<file path="src/rtl/lcd_cmd_sched_if.sv">
// Host command handshake into the LCD command scheduler.
// A push happens on any cycle where host_valid and host_ready are both high.
interface lcd_cmd_sched_if;
    logic [2:0] host_cmd;
    logic       host_valid;
    logic       host_ready;

    modport master (
        output host_cmd,
        output host_valid,
        input  host_ready
    );

    modport slave (
        input  host_cmd,
        input  host_valid,
        output host_ready
    );
endinterface

</file>
<file path="src/rtl/lcd_cmd_sched.sv">
// Command scheduler for the LCD controller: host FIFO, image streaming for load commands,
// refresh byte counting with frame completion and a watchdog abort.
module lcd_cmd_sched #(
    parameter int unsigned FIFO_DEPTH = 4,
    parameter int unsigned TIMEOUT    = 255
) (
    input  logic             clk,
    input  logic             reset,
    lcd_cmd_sched_if.slave   host,
    output logic [5:0]       img_addr,
    input  logic [7:0]       img_data,
    output logic [2:0]       lcd_cmd,
    output logic             lcd_cmd_valid,
    output logic [7:0]       lcd_datain,
    input  logic             lcd_busy,
    input  logic             lcd_output_valid,
    output logic             frame_done,
    output logic             timeout_err,
    output logic [7:0]       frame_cnt
);

    localparam int unsigned PtrW = $clog2(FIFO_DEPTH);
    localparam int unsigned CntW = $clog2(FIFO_DEPTH + 1);
    localparam logic [CntW-1:0] FullCnt = CntW'(FIFO_DEPTH);
    localparam logic [7:0] WdogLast = 8'(TIMEOUT - 1);
    localparam logic [4:0] FrameBytes = 5'd16;
    localparam logic [2:0] CmdLoad = 3'd1;

    typedef enum logic [1:0] {StIdle, StIssue, StLoad, StWait} state_e;

    state_e          state_q;
    logic [2:0]      fifo_mem [FIFO_DEPTH];
    logic [PtrW-1:0] rd_ptr_q;
    logic [PtrW-1:0] wr_ptr_q;
    logic [CntW-1:0] fifo_cnt_q;
    logic [4:0]      byte_cnt_q;
    logic [7:0]      wdog_q;
    logic            push;
    logic            pop;

    // Ready comes from the registered count, so a same-cycle pop never frees a slot early.
    assign host.host_ready = (fifo_cnt_q != FullCnt);
    assign push            = host.host_valid && host.host_ready;
    assign pop             = (state_q == StIssue);
    assign lcd_datain      = (state_q == StLoad) ? img_data : 8'h00;

    always_ff @(posedge clk or negedge reset) begin
        if (!reset) begin
            wr_ptr_q   <= '0;
            rd_ptr_q   <= '0;
            fifo_cnt_q <= '0;
        end else begin
            if (push) begin
                wr_ptr_q <= wr_ptr_q + PtrW'(1);
            end
            if (pop) begin
                rd_ptr_q <= rd_ptr_q + PtrW'(1);
            end
            if (push && !pop) begin
                fifo_cnt_q <= fifo_cnt_q + CntW'(1);
            end else if (pop && !push) begin
                fifo_cnt_q <= fifo_cnt_q - CntW'(1);
            end
        end
    end

    always_ff @(posedge clk) begin
        if (push) begin
            fifo_mem[wr_ptr_q] <= host.host_cmd;
        end
    end

    always_ff @(posedge clk or negedge reset) begin
        if (!reset) begin
            state_q       <= StIdle;
            lcd_cmd       <= 3'd0;
            lcd_cmd_valid <= 1'b0;
            img_addr      <= 6'd0;
            byte_cnt_q    <= 5'd0;
            wdog_q        <= 8'd0;
            frame_done    <= 1'b0;
            timeout_err   <= 1'b0;
            frame_cnt     <= 8'd0;
        end else begin
            lcd_cmd_valid <= 1'b0;
            frame_done    <= 1'b0;
            timeout_err   <= 1'b0;
            unique case (state_q)
                StIdle: begin
                    if ((fifo_cnt_q != '0) && !lcd_busy) begin
                        state_q       <= StIssue;
                        lcd_cmd_valid <= 1'b1;
                        lcd_cmd       <= fifo_mem[rd_ptr_q];
                    end
                end
                StIssue: begin
                    byte_cnt_q <= 5'd0;
                    wdog_q     <= 8'd0;
                    if (lcd_cmd == CmdLoad) begin
                        state_q  <= StLoad;
                        img_addr <= 6'd0;
                    end else begin
                        state_q <= StWait;
                    end
                end
                StLoad: begin
                    byte_cnt_q <= 5'd0;
                    wdog_q     <= 8'd0;
                    if (img_addr == 6'd63) begin
                        state_q <= StWait;
                    end else begin
                        img_addr <= img_addr + 6'd1;
                    end
                end
                StWait: begin
                    // Completion wins over a watchdog expiring in the same cycle.
                    if ((byte_cnt_q >= FrameBytes) && !lcd_busy) begin
                        frame_done <= 1'b1;
                        frame_cnt  <= frame_cnt + 8'd1;
                        state_q    <= StIdle;
                    end else if (wdog_q == WdogLast) begin
                        timeout_err <= 1'b1;
                        state_q     <= StIdle;
                    end else begin
                        wdog_q <= wdog_q + 8'd1;
                        if (lcd_output_valid && (byte_cnt_q < FrameBytes)) begin
                            byte_cnt_q <= byte_cnt_q + 5'd1;
                        end
                    end
                end
                default: state_q <= StIdle;
            endcase
        end
    end

endmodule

</file>
<file path="src/flat_wrapper.sv">
// flat-port wrapper written by rule: the top's interface ports become plain ports
module lcd_cmd_sched_flat 
#(
    parameter int unsigned FIFO_DEPTH = 4,
    parameter int unsigned TIMEOUT    = 255
)
  (clk, reset, img_addr, img_data, lcd_cmd, lcd_cmd_valid, lcd_datain, lcd_busy, lcd_output_valid, frame_done, timeout_err, frame_cnt, host_host_cmd, host_host_valid, host_host_ready);
  lcd_cmd_sched_if host_i ();
  input  logic clk;
  input  logic reset;
  output logic [5:0] img_addr;
  input  logic [7:0] img_data;
  output logic [2:0] lcd_cmd;
  output logic lcd_cmd_valid;
  output logic [7:0] lcd_datain;
  input  logic lcd_busy;
  input  logic lcd_output_valid;
  output logic frame_done;
  output logic timeout_err;
  output logic [7:0] frame_cnt;
  input wire logic [$bits(host_i.host_cmd)-1:0] host_host_cmd;
  input wire logic [$bits(host_i.host_valid)-1:0] host_host_valid;
  output wire logic [$bits(host_i.host_ready)-1:0] host_host_ready;
  assign host_i.host_cmd = host_host_cmd;
  assign host_i.host_valid = host_host_valid;
  assign host_host_ready = host_i.host_ready;
  lcd_cmd_sched #(.FIFO_DEPTH(FIFO_DEPTH), .TIMEOUT(TIMEOUT)) u_core (.clk(clk), .reset(reset), .host(host_i), .img_addr(img_addr), .img_data(img_data), .lcd_cmd(lcd_cmd), .lcd_cmd_valid(lcd_cmd_valid), .lcd_datain(lcd_datain), .lcd_busy(lcd_busy), .lcd_output_valid(lcd_output_valid), .frame_done(frame_done), .timeout_err(timeout_err), .frame_cnt(frame_cnt));
endmodule
</file>
<file path="config.mk">
export PLATFORM = sky130hd
export DESIGN_NAME = lcd_cmd_sched_flat
export DESIGN_NICKNAME = d
export VERILOG_FILES = /design/src/rtl/lcd_cmd_sched_if.sv /design/src/rtl/lcd_cmd_sched.sv /design/src/flat_wrapper.sv
export SDC_FILE = /design/constraint.sdc
export NUM_CORES = 1
export LEC_CHECK = 0
export CAP_MARGIN = 20
export CORE_MARGIN = 2
export CORE_UTILIZATION = 50
export DETAILED_ROUTE_END_ITERATION = 8
export HOLD_SLACK_MARGIN = 0.06
export PLACE_DENSITY = 0.87
export REMOVE_ABC_BUFFERS = 1
export SLEW_MARGIN = 20
export SYNTH_ARGS = -nofsm -noshare
export SYNTH_HDL_FRONTEND = slang
export SYNTH_SLANG_ARGS = --single-unit
export TNS_END_PERCENT = 5
</file>
<file path="constraint.sdc">
create_clock -name clk -period 5.6 [get_ports clk]
set_input_delay 0.56 -clock clk [delete_from_list [all_inputs] [get_ports clk]]
set_output_delay 0.56 -clock clk [all_outputs]
set_load 0.01 [all_outputs]
</file>
Yosys cells after proc, flatten, opt, wreduce, memory -nomap -nowiden
Memories as Yosys holds them, arrays and structs flattened. A register that Yosys moved wholly into a read port is not among the register bits.
Cells that the tools add are included.
- memories: 1
- bits in writable memories: 12
- bits of input ports: 16
- register bits: 39
- output and inout port bits: 29
- memory list (memory ; words ; bits a word ; read ports ; clocked after Yosys merged registers in ; write ports ; RTL line ; RTL):
    u_core.fifo_mem ; 4 ; 3 ; 1 ; 1 ; 1 ; lcd_cmd_sched.sv:32 ; logic [2:0] fifo_mem [FIFO_DEPTH];
- reduce and logical (&&, ||, !) cells: 22
- add/sub/neg operators: 8
- $lt $le $gt $ge: 2
- mux-type cells: 28
- equality and inequality tests: 15
- operators with widths (operator ; number):
    2-to-1 mux 8 bit ; 3
    adder 8 x 1 -> 8 bit, second input constant ; 2
    case mux 8 bit (2 select lines) ; 1
    2-to-1 mux 5 bit ; 3
    2-to-1 mux 6 bit ; 2
    case mux 6 bit (2 select lines) ; 1
    2-to-1 mux 1 bit ; 10
    != test 2 bit, second input constant ; 5
    case mux 5 bit (2 select lines) ; 1
    AND reduction 3 bit ; 3
    == test 8 bit, second input constant ; 1
    2-to-1 mux 2 bit ; 4
    case mux 2 bit (4 select lines) ; 1
    adder 6 x 1 -> 6 bit, second input constant ; 1
    == test 6 bit, second input constant ; 1
    logical AND 1 bit ; 6
    2-to-1 mux 3 bit ; 2
    nonzero test 2 bit ; 3
    adder 5 x 1 -> 5 bit, second input constant ; 1
    >= comparator 5 bit, second input constant ; 1
    less-than comparator 5 bit, second input constant ; 1
    adder 2 x 1 -> 2 bit, second input constant ; 2
    == test 2 bit, second input constant ; 2
    logical NOT 1 bit ; 4
    other kinds (12) ; 14

Longest topological paths before layout
- depth after elaboration: 6
- gate-level depth with buffers: 9
- mapped depth without buffers: 9

Worst setup path after synthesis
No wires, ideal clock.
- kind: reg-to-reg
- start point: register u_core.fifo_cnt_q[0]
- end point: register u_core.fifo_cnt_q[2]
- setup time: 0.079 ns
- cell stages (with the launch flop): 10
- slack: 3.658 ns
- buffers on the path: 0
- data arrival time: 1.863 ns
- cell sequence: dfrtp_1 nor2_1 nand2_1 and2_0 ha_1 inv_1 fa_1 xor2_1 nor2_1 xor2_1
- longest elaborated chain between the ends: 5
- ends and longest elaborated chain (element ; RTL line ; RTL):
    from (decl) ; lcd_cmd_sched.sv:35 ; logic [CntW-1:0] fifo_cnt_q;
    from (signal assigned) ; lcd_cmd_sched.sv:60 ; fifo_cnt_q <= fifo_cnt_q + CntW'(1);
    from (signal assigned) ; lcd_cmd_sched.sv:62 ; fifo_cnt_q <= fifo_cnt_q - CntW'(1);
    != test 3 bit (*) ; lcd_cmd_sched.sv:42 ; assign host.host_ready = (fifo_cnt_q != FullCnt);
    net host_host_ready ; flat_wrapper.sv:23 ; output wire logic [$bits(host_i.host_ready)-1:0] host_host_ready;
    logical AND 1 bit (*) ; lcd_cmd_sched.sv:43 ; assign push = host.host_valid && host.host_ready;
    net u_core.push ; lcd_cmd_sched.sv:38 ; logic push;
    logical NOT 1 bit ; lcd_cmd_sched.sv:61 ; end else if (pop && !push) begin
    logical AND 1 bit ; lcd_cmd_sched.sv:61 ;
    nonzero test 2 bit (no line) ; -- ;
Mark *: on every way through the listed nets, which the timed path passes. The rest lies on a longest branch. The select of a mux whose other input is x is not followed.
A chain may end at the register's enable or synchronous reset.

Final worst setup path
- start point: register u_core.state_q[0]
- end point: output port lcd_datain[6]
- longest elaborated chain between the ends: 2
- ends and longest elaborated chain (element ; RTL line ; RTL):
    from (decl) ; lcd_cmd_sched.sv:31 ; state_e state_q;
    from (signal assigned) ; lcd_cmd_sched.sv:75 ; state_q <= StIdle;
    from (signal assigned) ; lcd_cmd_sched.sv:91 ; state_q <= StIssue;
    from (signal assigned) ; lcd_cmd_sched.sv:100 ; state_q <= StLoad;
    == test 2 bit ; lcd_cmd_sched.sv:45 ; assign lcd_datain = (state_q == StLoad) ? img_data : 8'h00;
    2-to-1 mux 8 bit ; lcd_cmd_sched.sv:45 ;
    to (decl) ; flat_wrapper.sv:15 ; output logic [7:0] lcd_datain;
No other way between the ends.

==> summary.md <==
| Metric | Value |
|---|---|
| Clock latency at the later pin of the worst-skew pair | `slightly above 0.3 ns` |
| Clock buffer depth | `2` |
| Initial antenna violation count | `0` |
| Placed cell area | `0.00321 mm2` |
| Grt total ovfl | `0` |
| Post-Syn Instances | `231` |
| Final Skew | `0.00727 ns` |
| GR met2 Demand/Resource | `between 20 and 30%` |
| Worst Setup Path Type | `reg -> out` |
| Vias per Instance | `5.42` |
| Hold Vio Cnt, Final | `0` |
| Post-Syn Area | `0.00270 mm2` |
| Post-synthesis mux area share | `6.62%` |
| Core ar. | `0.00517 mm2` |
| GRT Overall Usage | `17.2%` |
| Max-cap violations | `0` |
| Synth Area in XOR/XNOR | `4.21%` |
| Root Driver | `clkbuf_8` |
| Status | `finished, final reports clean` |
| Seq cells post-synth | `54` |
| Worst hold margin | `0.364 ns` |
| Final min period | `about 2.7 ns` |
| Total Routed Length | `4910 um` |
| Most crowded layer after global routing | `met2` |
| Fin. max-slew vios | `0` |
| Maximum clock rate | `roughly 380 MHz` |
| Die area | `0.00601 mm2` |
| Worst-path maximum fanout | `17` |
| H-tree depth | `2` |
| Post-CTS Setup Repair Bufs | `0` |
| CTS tree | `yes` |
| Final setup viols | `0` |
| GPL Wtd Cong | `0.826` |
| Post-synth top area share | `around 39%` |
| Final Cycle Share | `a little under half` |
| Startpoint Class | `flop` |
| Highest ir drop seen on vdd | `280 uV` |
| Largest family of logic cells by synthesized area | `simple AND/OR/NAND/NOR gates` |
| Final setup TNS | `0 ns` |
| Most frequent cells in the layout | `clkdlybuf4s50_1 (43), dfrtp_1 (42), nand2_1 (15), ha_1 (15), o21ai_0 (13)` |
| Total power draw | `0.00140 W` |
| Syn avg cell area | `11.7 um2` |
| Count of cell types in the netlist | `49` |
| Post-Synth Adder-Cell Area | `between 7 and 8%` |
| Yosys top cell by area | `dfrtp_1` |
| Pwr Density | `421 mW/mm2` |
| Post_cts resized | `0` |
| Post-synthesis compound-gate area fraction | `between 10% and 20%` |
| Crit path required time | `between 5 and 6 ns` |
| Pin count of the biggest net entering global routing | `43` |
| Global-route track usage on met1 | `22.4%` |
| Initial Util | `52.3%` |
| Slew headroom | `39.4%` |
| Top cells by area, synth | `dfrtp_1 (39%), edfxtp_1 (13%), ha_1 (6.9%)` |
| Vias in the first global route | `1,768` |
| Synth async-reset ratio | `77.8%` |
| Drt first-iter violations | `106` |
| Clock-pin slew on the worst setup and hold paths | `approximately 0.1 ns` |
| N_diodes | `0` |
| DR pass1 iterations | `4` |
| First-pass GRT wire length | `8160 um` |
| Yosys warnings | `0` |
| TritonCTS Buffers | `5` |
| Clk sink count | `54` |
| Pleak | `between 1 and 1.5 nW` |
| Die width | `77.5 um` |
| Worst-Margin Slew | `0.909 ns` |
| Hold Buf Count CTS | `0` |
| Top_reg_cell synth | `dfrtp_1` |
| Fillers | `384` |
| Most common cell after layout, fill and taps aside | `clkdlybuf4s50_1` |
| Crit path capture type | `primary output` |
| EDFF count, synth | `12` |
| Die height | `77.5 um` |
| Detailed-route DRC error count | `0` |
| Per-cell routed wire length | `14.1 um` |
| Synth Area in Simple Gates | `15.4%` |
| Seq/Total Area, Yosys | `a little over half` |
| I/O pins | `45` |
| Met3 Usage GRT | `around 4.7%` |
| Layout area overhead | `22.7%` |
| Crit path DAT | `2.09 ns` |
| Antenna viol nets, final | `0` |
| HP Class | `in -> async` |
| FP Rows | `26` |
| Unrepaired setup endpoints after global routing | `false` |
| IO Port Bufs | `44` |
| Total number of vias | `1,887` |
| Final Cell Area | `about 0.0033 mm2` |
| Nets | `309` |
| Post-DP HPWL | `3470 um` |
| Layout cells sized above 1 | `11.2%` |
power breakdown:
group	total [W]	internal [W]	switching, W	leakage, nW
clock network	0.000261	0.000133	0.000127	0.0514
registers	0.000579	0.000494	0.0000845	0.666
logic	0.000557	0.000279	0.000278	0.689
registers in the layout, summed over array words and instances (netlist names):
name                  cells
u_core.byte_cnt_q         5
u_core.lcd_cmd_valid      1
u_core.frame_done         1
u_core.frame_cnt          8
u_core.wdog_q             8
u_core.lcd_cmd            3
u_core.state_q            2
u_core.rd_ptr_q           2
u_core.img_addr           6
u_core.fifo_cnt_q         3
u_core.fifo_mem          12
u_core.timeout_err        1
u_core.wr_ptr_q           2
final timing paths:
check / startpoint / endpoint / slack (ns) / cells past startpoint
max reg2reg: u_core.fifo_cnt_q[0] / u_core.fifo_cnt_q[2] / 3.35 / 9
min: reset / u_core.frame_cnt[5] / 0.36 / 1
min in group clk: u_core.frame_cnt[7] / u_core.frame_cnt[7] / 0.48 / 1
min reg2reg: u_core.frame_cnt[7] / u_core.frame_cnt[7] / 0.48 / 1
max in group asynchronous: reset / u_core.img_addr[3] / 4.67 / 1
max: u_core.state_q[0] / lcd_datain[6] / 2.95 / 4
worst max-delay path, stage by stage (launching register included):
cell	delay [ns]
dfrtp_1	0.41
inv_1	0.15
ha_1	0.48
and2_1	0.20
clkdlybuf4s50_1	0.54
layout make-up:
cell class	count	area [um2]	share of cell area (%)
clock buffers	6	72.6	2.19
clock inverters	2	37.5	1.13
inverters	12	45.0	1.36
multi-input cells	160	1230	37.0
flip-flops and latches	54	1410	42.5
well taps	70	87.6	2.64
repair buffers	44	435	13.1
cell families (layout without fill, tap and decap cells):
| group | Yosys count | count (layout) |
|---|---|---|
| buffers and inverters | 17 | 64 |
| xor gates and xnor gates | 13 | 13 |
| adders and majority gates | 16 | 16 |
| DFF | 54 | 54 |
| and+or+nand+nor | 74 | 74 |
| AOI/OAI and AO/OA | 44 | 44 |
| muxes | 13 | 13 |
metal layers:
layer	wire, um	part of all wire [%]	vias up
met1	2200	45	931
li1	-	-	916
met3	194	3.9	7
met4	68	1.4	0
met2	2450	50	33
met5	0	0	-
cell usage after synthesis, types with 2 or more instances:
library cell / number
nand2_2: 2
and3_1: 6
nand3_1: 8
nand4_1: 3
xor2_1: 6
o21ai_0: 13
o211ai_1: 2
nand2b_1: 2
a21oi_1: 8
clkbuf_1: 4
edfxtp_1: 12
nor3_1: 3
mux4_2: 3
a22o_1: 6
inv_1: 12
nor3b_1: 2
a31oi_1: 2
o31ai_1: 2
mux2_2: 9
dfrtp_1: 42
nor2_1: 10
xnor2_1: 7
ha_1: 15
and2_1: 11
nand2_1: 15
o21ai_1: 3
per-stage QoR:
step	std cells	utilization (%)	setup WS [ns]
6_report	348	64.1	2.95
5_1_grt	348	64.1	2.79
4_1_cts	348	64.1	2.92
3_5_place_dp	340	62.0	3.03
3_3_place_gp	340	62.0	3.19
2_1_floorplan	226	-	3.66
Note: power is estimated with default switching activity, not from simulation.
